===== src/rtl/hpu_palette_out_if.sv =====
// CPU palette write port: valid/ready handshake carrying entry index and colour.
// master drives valid/index/rgb and samples ready; slave returns ready.
interface hpu_palette_out_if #(
  parameter int RGB_W = 12
);
  logic             cpu_wr_valid;
  logic             cpu_wr_ready;
  logic [4:0]       cpu_wr_index;
  logic [RGB_W-1:0] cpu_wr_rgb;

  modport master (
    output cpu_wr_valid,
    output cpu_wr_index,
    output cpu_wr_rgb,
    input  cpu_wr_ready
  );

  modport slave (
    input  cpu_wr_valid,
    input  cpu_wr_index,
    input  cpu_wr_rgb,
    output cpu_wr_ready
  );
endinterface


===== src/rtl/hpu_palette_out.sv =====
// HPU output colour stage: 4x8 palette lookup to registered RGB, blanked outside
// the active area. Ports: clk, reset (async active-low), true_line/true_column
// raster position, hpu_pixel_in/hpu_pallet_in index, cpu (slave) palette write
// port, rgb_out/rgb_active registered colour and visibility flag.
module hpu_palette_out #(
  parameter int H_ACTIVE = 640,
  parameter int V_ACTIVE = 480,
  parameter int RGB_W    = 12
) (
  input  logic             clk,
  input  logic             reset,
  input  logic [9:0]       true_line,
  input  logic [9:0]       true_column,
  input  logic [2:0]       hpu_pixel_in,
  input  logic [1:0]       hpu_pallet_in,
  hpu_palette_out_if.slave cpu,
  output logic [RGB_W-1:0] rgb_out,
  output logic             rgb_active
);

  localparam logic [9:0] H_LIM = 10'(H_ACTIVE);
  localparam logic [9:0] V_LIM = 10'(V_ACTIVE);

  typedef enum logic {
    IDLE = 1'b0,
    HOLD = 1'b1
  } wr_state_t;

  wr_state_t        r_state;
  logic [4:0]       r_hold_idx;
  logic [RGB_W-1:0] r_hold_rgb;
  logic [RGB_W-1:0] r_pal [32];

  logic             w_active;
  logic             w_blank;
  logic [4:0]       w_rd_idx;
  logic             w_accept;

  assign w_active = (true_column < H_LIM)
                 && (true_line < V_LIM);
  assign w_blank  = !w_active;
  assign w_rd_idx = {hpu_pallet_in, hpu_pixel_in};

  // ready is a pure state decode, so no path from valid
  assign cpu.cpu_wr_ready = (r_state == IDLE);
  assign w_accept = cpu.cpu_wr_valid
                 && (r_state == IDLE);

  // Write FSM: latch in IDLE, commit to the palette on the first blank edge
  always_ff @(posedge clk or negedge reset) begin
    if (!reset) begin
      r_state    <= IDLE;
      r_hold_idx <= '0;
      r_hold_rgb <= '0;
      for (int i = 0; i < 32; i++) begin
        r_pal[i] <= '0;
      end
    end else begin
      unique case (r_state)
        IDLE: begin
          if (w_accept) begin
            r_hold_idx <= cpu.cpu_wr_index;
            r_hold_rgb <= cpu.cpu_wr_rgb;
            r_state    <= HOLD;
          end
        end
        HOLD: begin
          if (w_blank) begin
            r_pal[r_hold_idx] <= r_hold_rgb;
            r_state           <= IDLE;
          end
        end
        default: r_state <= IDLE;
      endcase
    end
  end

  // Lookup: one clock latency, forced to zero when blank
  always_ff @(posedge clk or negedge reset) begin
    if (!reset) begin
      rgb_out    <= '0;
      rgb_active <= 1'b0;
    end else begin
      rgb_out    <= w_active ? r_pal[w_rd_idx] : '0;
      rgb_active <= w_active;
    end
  end

endmodule


===== src/flat_wrapper.sv =====
// flat-port wrapper written by rule: the top's interface ports become plain ports
module hpu_palette_out_flat 
#(
  parameter int H_ACTIVE = 640,
  parameter int V_ACTIVE = 480,
  parameter int RGB_W    = 12
)
  (clk, reset, true_line, true_column, hpu_pixel_in, hpu_pallet_in, rgb_out, rgb_active, cpu_cpu_wr_valid, cpu_cpu_wr_index, cpu_cpu_wr_rgb, cpu_cpu_wr_ready);
  hpu_palette_out_if #(.RGB_W(RGB_W)) cpu_i ();
  input  logic clk;
  input  logic reset;
  input  logic [9:0] true_line;
  input  logic [9:0] true_column;
  input  logic [2:0] hpu_pixel_in;
  input  logic [1:0] hpu_pallet_in;
  output logic [RGB_W-1:0] rgb_out;
  output logic rgb_active;
  input wire logic [$bits(cpu_i.cpu_wr_valid)-1:0] cpu_cpu_wr_valid;
  input wire logic [$bits(cpu_i.cpu_wr_index)-1:0] cpu_cpu_wr_index;
  input wire logic [$bits(cpu_i.cpu_wr_rgb)-1:0] cpu_cpu_wr_rgb;
  output wire logic [$bits(cpu_i.cpu_wr_ready)-1:0] cpu_cpu_wr_ready;
  assign cpu_i.cpu_wr_valid = cpu_cpu_wr_valid;
  assign cpu_i.cpu_wr_index = cpu_cpu_wr_index;
  assign cpu_i.cpu_wr_rgb = cpu_cpu_wr_rgb;
  assign cpu_cpu_wr_ready = cpu_i.cpu_wr_ready;
  hpu_palette_out #(.H_ACTIVE(H_ACTIVE), .V_ACTIVE(V_ACTIVE), .RGB_W(RGB_W)) u_core (.clk(clk), .reset(reset), .true_line(true_line), .true_column(true_column), .hpu_pixel_in(hpu_pixel_in), .hpu_pallet_in(hpu_pallet_in), .cpu(cpu_i), .rgb_out(rgb_out), .rgb_active(rgb_active));
endmodule

===== config.mk =====
export PLATFORM = sky130hd
export DESIGN_NAME = hpu_palette_out_flat
export DESIGN_NICKNAME = d
export VERILOG_FILES = /design/src/rtl/hpu_palette_out_if.sv /design/src/rtl/hpu_palette_out.sv /design/src/flat_wrapper.sv
export SDC_FILE = /design/constraint.sdc
export NUM_CORES = 1
export LEC_CHECK = 0
export ABC_AREA = 1
export ABC_CLOCK_PERIOD_IN_PS = 1400
export CAP_MARGIN = 25
export CORE_ASPECT_RATIO = 1.1
export CORE_MARGIN = 2
export CORE_UTILIZATION = 55
export CTS_CLUSTER_SIZE = 14
export DETAILED_ROUTE_END_ITERATION = 16
export GPL_TIMING_DRIVEN = 0
export PLACE_DENSITY_LB_ADDON = 0.05
export SLEW_MARGIN = 5
export SYNTH_ARGS = -nofsm -noshare
export SYNTH_HDL_FRONTEND = slang
export SYNTH_SLANG_ARGS = --single-unit

===== constraint.sdc =====
create_clock -name clk -period 1.4 [get_ports clk]
set_input_delay 0.14 -clock clk [delete_from_list [all_inputs] [get_ports clk]]
set_output_delay 0.14 -clock clk [all_outputs]
set_load 0.1 [all_outputs]

Yosys cells after proc, flatten, opt, wreduce, memory -nomap -nowiden
Index checks and enable logic that the tools add are counted.
Cells by class
  add/sub/neg operators: 0
  multiply operators: 0
  multiplexer cells: 10
  order comparisons: 5
  equality and inequality tests: 0
  bitwise logic cells: 4
  shifts and indexed selects: 0
  reduce and logical (&&, ||, !) cells: 5
  divide/modulo/power cells: 0
Operator list (count)
  $bwmux 384: 1
  $bmux 12 s5: 1
  $demux 12 s5: 1
  $mux 12: 4
  $ge 6x6->1 const B: 2
  $not 5->6: 2
  $lt 10x10->1 const B: 1
  $lt 10x9->1 const B: 1
  $lt 6x1->1 const B: 1
  $reduce_and 2->1: 2
  $logic_and 1x1->1: 3
  $mux 1: 2
  $not 1->1: 2
  $pmux 1 s2: 1
Storage, ports and cells
  bits in read-only memories: 0
  bits in latches: 0
  memories: 0
  word-level logic and storage cells: 61
  output and inout port bits: 14
  memory bits (writable): 0
  register bits: 415

Depth between registers and ports, before layout
Gate-level depths: netlist of the first run.
  depth in word-level cells: 6
  depth in mapped cells: 11
  mapped depth without buffers: 9

Least setup slack after synthesis of the first run
No wires, ideal clock.
  path type: register to register
  start point: reg u_core.r_state
  end point: reg u_core.r_hold_rgb[0]
  setup time: 136 ps
  required time: 1264 ps
  period minus slack after synthesis: 1829 ps
  data arrival time: 1692 ps
  setup slack: -429 ps
  path buffers: 1
  cell stages (with the launch flop): 6
  path through: dfrtp_1 inv_1 nand2_1 clkbuf_1 nor2_1 a21oi_1
On the way
  word-level cells in the longest chain between the ends: 3
RTL lines
  start: declaration: RTL line hpu_palette_out.sv:29  | wr_state_t r_state;
  start signal: assignment: RTL line hpu_palette_out.sv:52  | r_state <= IDLE;
  start signal: assignment: RTL line hpu_palette_out.sv:64  | r_state <= HOLD;
  start signal: assignment: RTL line hpu_palette_out.sv:70  | r_state <= IDLE;
  $not 1->1 (no source line) *
  via cpu_cpu_wr_ready: RTL line flat_wrapper.sv:21  | output wire logic [$bits(cpu_i.cpu_wr_ready)-1:0] cpu_cpu_wr_ready;
  $logic_and 1x1->1: RTL line hpu_palette_out.sv:47  | && (r_state == IDLE);
  $reduce_and 2->1 (no source line) *
  end signal: assignment: RTL line hpu_palette_out.sv:63  | r_hold_rgb <= cpu.cpu_wr_rgb;
  end: declaration: RTL line hpu_palette_out.sv:31  | logic [RGB_W-1:0] r_hold_rgb;
Mark *: on every way through the listed nets, which the timed path passes. The rest lies on a longest branch.
A chain may end at the register's enable or synchronous reset.

Worst setup path in the final report of the first run
  start point: reg u_core.r_hold_idx[0]
  end point: reg u_core.r_pal[220] (netlist bit)
On the way
  word-level cells in the longest chain between the ends: 6
  elaborated cells between the ends (all ways): 7
  those cells by class: 2 x order compare; 3 x mux; 1 x bitwise; 1 x reduce/logical
RTL lines
  start: declaration: RTL line hpu_palette_out.sv:30  | logic [4:0] r_hold_idx;
  start signal: assignment: RTL line hpu_palette_out.sv:62  | r_hold_idx <= cpu.cpu_wr_index;
  $not 5->6 (implied by the code) *: RTL line hpu_palette_out.sv:69  | r_pal[r_hold_idx] <= r_hold_rgb;
  $ge 6x6->1 (implied by the code) / $lt 6x1->1 (equally long branches): RTL line hpu_palette_out.sv:69
  $logic_and 1x1->1 (implied by the code): RTL line hpu_palette_out.sv:69
  $mux 12 (implied by the code): RTL line hpu_palette_out.sv:69
  $demux 12 s5 *: RTL line hpu_palette_out.sv:69
  $bwmux 384 *: RTL line hpu_palette_out.sv:69
  end signal: indexed assignment: RTL line hpu_palette_out.sv:69
  end: declaration: RTL line hpu_palette_out.sv:32  | logic [RGB_W-1:0] r_pal [32];
Mark *: on every way between the ends. The rest lies on a longest branch, timed or not.

==> results of run 1 <==
==> layout by cell type, fill, tap and decap left out, drive strengths merged <==
cell type / count
nand2: 893
inv: 24
clkbuf: 142
mux2: 1
clkinv: 11
clkinvlp: 3
dfrtp: 415
nand4: 1
bufinv: 2
clkdlybuf4s50: 28
nor2: 124
a21oi: 18
buf: 211
nand3: 266
o21ai: 416
==> per-stage QoR <==
stage / power (mW) / TNS, ps
after floorplan: 25.6 / -2920
final: 44.2 / -28770
after global routing: 46.4 / -48020
after detailed placement: 29.3 / -238230
after CTS: 42.2 / -12130
after global placement: 28.9 / -7645710
==> sequential cells by signal (all words and copies together), names as in the netlist <==
signal,flops
u_core.r_hold_idx,5
u_core.r_pal,384
u_core.rgb_active,1
u_core.r_hold_rgb,12
u_core.rgb_out,12
u_core.r_state,1
==> power breakdown <==
| group | switching (mW) | total, mW | leakage, nW | internal [mW] |
|---|---|---|---|---|
| Sequential | 3.18 | 19.9 | 5.44 | 16.7 |
| Clock | 5.05 | 12.1 | 0.743 | 7.09 |
| Combinational | 7.27 | 12.1 | 5.43 | 4.87 |
==> routing by layer <==
metal  global-route usage (%)  vias up  wire length (um)
met5                        0        -                 0
met2                     58.8     1037             32300
met1                     50.6     8784             26900
li1                         -     8018                 -
met4                     20.3        0              4940
met3                     7.00      272              6190
==> worst reg2reg max path, delay by kind of cell (launching register included) <==
kind,cells,cell delay [ps]
AO/OA/AOI/OAI,1,60
buffers and inverters,4,520
flip-flops,1,410
AND/OR/NAND/NOR,4,440
==> worst min path at each step <==
stage	from	to	depth (start not counted)
after floorplan	reset	u_core.r_hold_idx[0]	0
after global placement	u_core.r_pal[313]	u_core.r_pal[313]	2
after detailed placement	reset	u_core.r_pal[304]	1
after CTS	reset	u_core.r_pal[304]	1
after global routing	reset	u_core.r_pal[292]	1
final	reset	u_core.r_pal[304]	1
==> what timing repair did <==
item                                    in CTS  in global routing
endpoints found under the hold margin       67                 67
buffers inserted                            33                 24
resized for setup                          406                408
endpoints found under the setup margin     415                449
gates cloned                                10                 13
pin swaps                                   23                 26
==> cells in the mapped netlist <==
library cell	number
sky130_fd_sc_hd__nand4_1	1
sky130_fd_sc_hd__buf_1	6
sky130_fd_sc_hd__buf_4	24
sky130_fd_sc_hd__nand2_4	21
sky130_fd_sc_hd__dfrtp_1	415
sky130_fd_sc_hd__inv_6	1
sky130_fd_sc_hd__buf_12	2
sky130_fd_sc_hd__a21oi_1	18
sky130_fd_sc_hd__nor2_1	122
sky130_fd_sc_hd__nand2_2	1
sky130_fd_sc_hd__nor2_2	2
sky130_fd_sc_hd__nand3_1	266
sky130_fd_sc_hd__buf_6	52
sky130_fd_sc_hd__mux2_2	1
sky130_fd_sc_hd__nand2_1	871
sky130_fd_sc_hd__clkbuf_1	55
sky130_fd_sc_hd__inv_2	1
sky130_fd_sc_hd__o21ai_1	104
sky130_fd_sc_hd__inv_1	22
sky130_fd_sc_hd__clkinv_1	2
sky130_fd_sc_hd__o21ai_0	312
sky130_fd_sc_hd__inv_4	1
sky130_fd_sc_hd__buf_2	46
==> area by class of cell <==
class / count / area [um2]
Tap cell: 438 / 548
Inverter: 27 / 146
Clock buffer: 68 / 1370
Timing Repair Buffer: 128 / 1490
Fill cell: 2658 / 9960
Multi-Input combinational cell: 1719 / 8750
Buffer: 185 / 1610
Sequential cell: 415 / 10400
Clock inverter: 13 / 123
==> kinds of logic after synthesis <==
| logic type | after synthesis | synth area share, % |
|---|---|---|
| mux | 1 | 0.0585 |
| buf+inv | 212 | 7.13 |
| flops | 415 | 53.9 |
| compound gates | 434 | 11.3 |
| simple gates | 1284 | 27.6 |
==> results.yml, run 1 <==
status:
  run_status: "complete, but fails checks"
  failing_checks: "negative hold slack, negative setup slack"
routing:
  drc: 0
  via_count: 18100
  drt_iter0_markers: 2278
  ant_nets: 0
  dr.pass1.iters: 6
  drt_wl_total_mm: 70.4
  wire_per_inst_um: 23.5
  detail_route.vias_per_cell: 6.05
synth:
  synth_cell_type_count: 23
  synth-seq-cells: 415
  netlist_area_um2: 19300
  post_synth.cell_area_avg_um2: 8.21
  syn_nets: 2391
  synth.top_cells.by_area: "sky130_fd_sc_hd__dfrtp_1, sky130_fd_sc_hd__nand2_1, sky130_fd_sc_hd__o21ai_0"
  yosysSeqAreaShare_pct: 53.9
  synth.top_cell.area_share_pct: 53.9
  yosys_warnings: 0
  number_of_cells_produced_by_synthesis: 2346
  synthDominantAreaCellType: "sky130_fd_sc_hd__dfrtp_1"
sta:
  slew_violations: 0
  finalWorstSetupSlack_ps: -162
  final-setup-viol-count: 366
  finalClockSkew_ps: 17.6
  final_period_minus_worst_setup_slack_ps: 1560
  unrepaired_setup_endpoints_after_global_routing: "yes"
  hold_slack_ps: -523
  max_slew.worst_pin.slew_ps: 954
  timing.fmax_mhz: 640
  timing.final.hold_violations: 87
  final_min_period_over_clock_period_pct: 112
  slew_headroom_pct: 36.4
clock_tree:
  root_buffer: "sky130_fd_sc_hd__clkbuf_16"
  worst_setup_hold_path_clk_slew_ps: 60
  insertion_delay_ps: 590
  cts.htree.levels: 2
  cts_tree: "done"
  clock_sink_count: 415
  numCtsBuffers: 45
  clockBufferDepth: 3
power:
  max-vdd-ir-drop_v: 0.00127
  p_leak_nw: 11.6
  power_density_nw_per_um2: 1810
die:
  chipWidth_um: 182
  floorplan.die_area_um2: 36500
  core-area_um2: 34400
  floorplan.initialDensity_pct: 56.0
  rows: 71
  ioPinCount: 59
  die_y_um: 200
worst_setup_path:
  crit_path_capture_type: "register"
  r2r_cells: 9
  worst_setup_path_start_kind: "register"
  timing.reg2reg.setup_slack_ps: -160
  cp_top_family: "buffers and inverters"
  crit_end: "u_core.r_pal[220]"
  reg2reg_to: "u_core.r_pal[220]"
  top_cell_by_count_worst_path: "sky130_fd_sc_hd__nor2_4"
  crit_type: "register to register"
  cp_startpoint: "u_core.r_hold_idx[0]"
  critPathBufInv: 4
  worst-endpoint-required_ps: 1840
  critical_path.slowest_cell: "sky130_fd_sc_hd__dfrtp_2"
  maximum_cell_stage_delay_along_the_critical_path_ps: 410
  timing.critical_path.depth: 9
  arrival_ps: 2000
  critical_path.cell_chain: "inv_4 > nor2_4 > clkinvlp_4 > buf_12 > nor2_4 > nand2_4 > buf_8 > nand2_2 > o21ai_1"
  reg_to_reg_start: "u_core.r_hold_idx[0]"
  worst-path-max-fanout: 6
final_layout:
  antennaDiodeCount: 0
  syn2layout_area_growth_pct: 26.7
  postLayoutCellArea_um2: 24400
  layout-drive-gt1-share_pct: 25.8
  post_layout_nonfiller_instances: 2993
  fin_util_pct: 71.0
  finish.net_count: 2566
global_routing:
  largest_net_degree_at_the_start_of_global_routing: 115
  first_global_vias: 16800
  track_usage_pct: 37.8
  grt_first_pass_wirelength_mm: 103
  globalRoute.totalOverflow: 0
  grt_antenna_before_repair: 0
place:
  placed_cell_area_um2: 20400
  place_congestion: 0.971
  number_of_buffers_inserted_by_port_buffering: 44
  hpwl_reported_at_the_end_of_detailed_placement_mm: 46.8
  pre_cts_slack_ps: -1040
  placed_cells_incl_taps: 2832
min_path:
  worstHoldPathType: "input pin to asynchronous set/reset pin"
run:
  maxCapViolations: 0
Power figures use the tool's default switching activity.
==> inputs of run 2 (changes only) <==
--- a/config.mk
+++ b/config.mk
@@ -10,7 +10,7 @@
 export CAP_MARGIN = 25
 export CORE_ASPECT_RATIO = 1.1
 export CORE_MARGIN = 2
-export CORE_UTILIZATION = 55
+export CORE_UTILIZATION = 56
 export CTS_CLUSTER_SIZE = 14
 export DETAILED_ROUTE_END_ITERATION = 16
 export GPL_TIMING_DRIVEN = 0
==> run 2 against run 1 <==
Against the previous run:
- the run still ends with negative hold slack, negative setup slack left
- combinational power is essentially flat
- global-route usage up 0.45 points
- core utilization up 1.1 points
- setup slack lost 110 ps
- first-iteration DRC count down 4.7%
- design area up 0.48%
- register-to-register slack got worse by 110 ps
- clock power barely moved
- die area shrank 1.8%
- cell count rose by 0.20%
==> results.yml, run 2 (synthesis gave the netlist of run 1 again) <==
run:
  maxCapViolations: 0
global_routing:
  first_global_vias: 16900
  globalRoute.totalOverflow: 0
  track_usage_pct: 38.3
  grt_antenna_before_repair: 0
  grt_first_pass_wirelength_mm: 103
  largest_net_degree_at_the_start_of_global_routing: 118
clock_tree:
  cts_tree: "done"
  cts.htree.levels: 2
  worst_setup_hold_path_clk_slew_ps: 60
  numCtsBuffers: 45
  clock_sink_count: 415
  clockBufferDepth: 3
  root_buffer: "sky130_fd_sc_hd__clkbuf_16"
  insertion_delay_ps: 570
worst_setup_path:
  maximum_cell_stage_delay_along_the_critical_path_ps: 510
  cp_top_family: "flip-flops"
  worst_setup_path_start_kind: "register"
  crit_path_capture_type: "register"
  timing.reg2reg.setup_slack_ps: -280
  critPathBufInv: 3
  crit_type: "register to register"
  top_cell_by_count_worst_path: "sky130_fd_sc_hd__nor2_4"
  critical_path.slowest_cell: "sky130_fd_sc_hd__dfrtp_2"
  arrival_ps: 2100
  worst-path-max-fanout: 10
  worst-endpoint-required_ps: 1820
  critical_path.cell_chain: "nor2_4 > clkinvlp_4 > buf_8 > nor2_4 > nand2_4 > buf_6 > nand2_1 > o21ai_1"
final_layout:
  fin_util_pct: 72.1
  flip_flop_count_of_the_largest_register_all_copies_and_words_added: 384
  biggestRegsByFlops: "u_core.r_pal x384, u_core.r_hold_rgb x12, u_core.rgb_out x12"
  most-common-layout-cells: "sky130_fd_sc_hd__nand2_1, sky130_fd_sc_hd__dfrtp_1, sky130_fd_sc_hd__nand3_1"
  post_layout_nonfiller_instances: 2999
  finish.net_count: 2572
  syn2layout_area_growth_pct: 27.4
  antennaDiodeCount: 0
  regMostFlops: "u_core.r_pal"
  number_of_filler_cells_placed_in_the_layout: 2581
  layout.cells.most_common: "sky130_fd_sc_hd__nand2_1"
  layout-drive-gt1-share_pct: 24.4
sta:
  hold_slack_ps: -461
  final_min_period_over_clock_period_pct: 120
  timing.fmax_mhz: 597
  timing.final.hold_violations: 75
  max_slew.worst_pin.slew_ps: 929
  slew_headroom_pct: 38.1
  unrepaired_setup_endpoints_after_global_routing: "yes"
  final-setup-viol-count: 398
  slew_violations: 0
  finalClockSkew_ps: 14.9
  finalWorstSetupSlack_ps: -276
  final_period_minus_worst_setup_slack_ps: 1680
min_path:
  worstHoldPathType: "input pin to asynchronous set/reset pin"
die:
  rows: 71
  die_y_um: 199
  chipWidth_um: 181
  core-area_um2: 34000
  floorplan.die_area_um2: 35900
  floorplan.initialDensity_pct: 56.6
  ioPinCount: 59
place:
  placed_cells_incl_taps: 2831
  number_of_buffers_inserted_by_port_buffering: 44
  hpwl_reported_at_the_end_of_detailed_placement_mm: 46.8
  place_congestion: 0.964
routing:
  drt_wl_total_mm: 71.8
  detail_route.vias_per_cell: 6.08
  drc: 0
  wire_per_inst_um: 23.9
  drt_iter0_markers: 2170
  dr.pass1.iters: 6
  ant_nets: 0
  via_count: 18200
status:
  failing_checks: "negative hold slack, negative setup slack"
  run_status: "complete, but fails checks"
power:
  max-vdd-ir-drop_v: 0.00125
  power_density_nw_per_um2: 1820
  p_leak_nw: 11.6
## run 2: cell count changes in the layout (fill, tap and decap cells not counted), moves of 5 or more
| cell | change |
|---|---|
| sky130_fd_sc_hd__o21ai_2 | -6 |
| sky130_fd_sc_hd__nand2_2 | -17 |
| sky130_fd_sc_hd__clkbuf_2 | -9 |
| sky130_fd_sc_hd__clkbuf_16 | +5 |
| sky130_fd_sc_hd__nand2_1 | +14 |
| sky130_fd_sc_hd__buf_8 | +7 |
| sky130_fd_sc_hd__clkbuf_1 | +9 |
| sky130_fd_sc_hd__nor2_1 | +6 |
| sky130_fd_sc_hd__o21ai_0 | -6 |
| sky130_fd_sc_hd__o21ai_1 | +12 |
## run 2: per-layer routing
layer  GRT usage, %  part of all wire [%]  vias up
li1               -                     -     8027
met1           49.0                    37     8829
met2           60.6                    46     1064
met3           6.65                   8.9      307
met4           24.6                   7.8        0
met5              0                     0        -
## run 2: stage by stage
stage                     cell area, um2  setup WS [ps]  power, mW  hold WS (ps)   TNS, ps
after detailed placement           20400          -1140       29.2           147   -219450
after global placement             20300         -17900       28.9           460  -7590630
after global routing               24500           -302       46.7          -413    -62680
after floorplan                    19300           -178       25.6          -156     -2920
after CTS                          22600           -110       41.9          -432    -15030
final                              24500           -276       44.6          -461    -50650
## run 2: final timing paths
| path | from | end | cells past startpoint |
|---|---|---|---|
| min in group clk | cpu_cpu_wr_rgb[6] | u_core.r_hold_rgb[6] | 3 |
| setup / recovery | u_core.r_hold_idx[1] | u_core.r_pal[24] | 8 |
| hold reg to reg | u_core.r_pal[309] | u_core.r_pal[309] | 2 |
| setup reg to reg | u_core.r_hold_idx[1] | u_core.r_pal[24] | 8 |
| max in group asynchronous | reset | u_core.r_pal[69] | 3 |
| hold / removal | reset | u_core.r_pal[303] | 1 |
## run 2: repair_timing
item,CTS,global route
pin swaps,9,30
hold endpoints to repair,75,75
buffers inserted,29,34
setup endpoints to repair,417,397
gates resized for setup,312,484
gates cloned,4,20
## run 2: worst reg2reg max path, cell delays in order (launching register included)
cell,delay [ps]
sky130_fd_sc_hd__dfrtp_2,510
sky130_fd_sc_hd__nor2_4,180
sky130_fd_sc_hd__clkinvlp_4,150
sky130_fd_sc_hd__buf_8,170
sky130_fd_sc_hd__nor2_4,120
sky130_fd_sc_hd__nand2_4,100
sky130_fd_sc_hd__buf_6,160
sky130_fd_sc_hd__nand2_1,70
sky130_fd_sc_hd__o21ai_1,70
## run 2: layout make-up
type                    count  area (um2)  area share (%)
plain buffers             185        1620            6.62
clock buffers              71        1380            5.61
clock inverters            10         129           0.525
inverters                  27         144           0.587
multi-input cells        1719        8700            35.5
flip-flops and latches    415       10400            42.4
well taps                 438         548            2.23
repair buffers            134        1620            6.59
## run 2: report_power, final
group / switching, mW / internal (mW)
registers: 3.23 / 16.7
clock network: 5.00 / 7.28
logic: 7.37 / 4.96
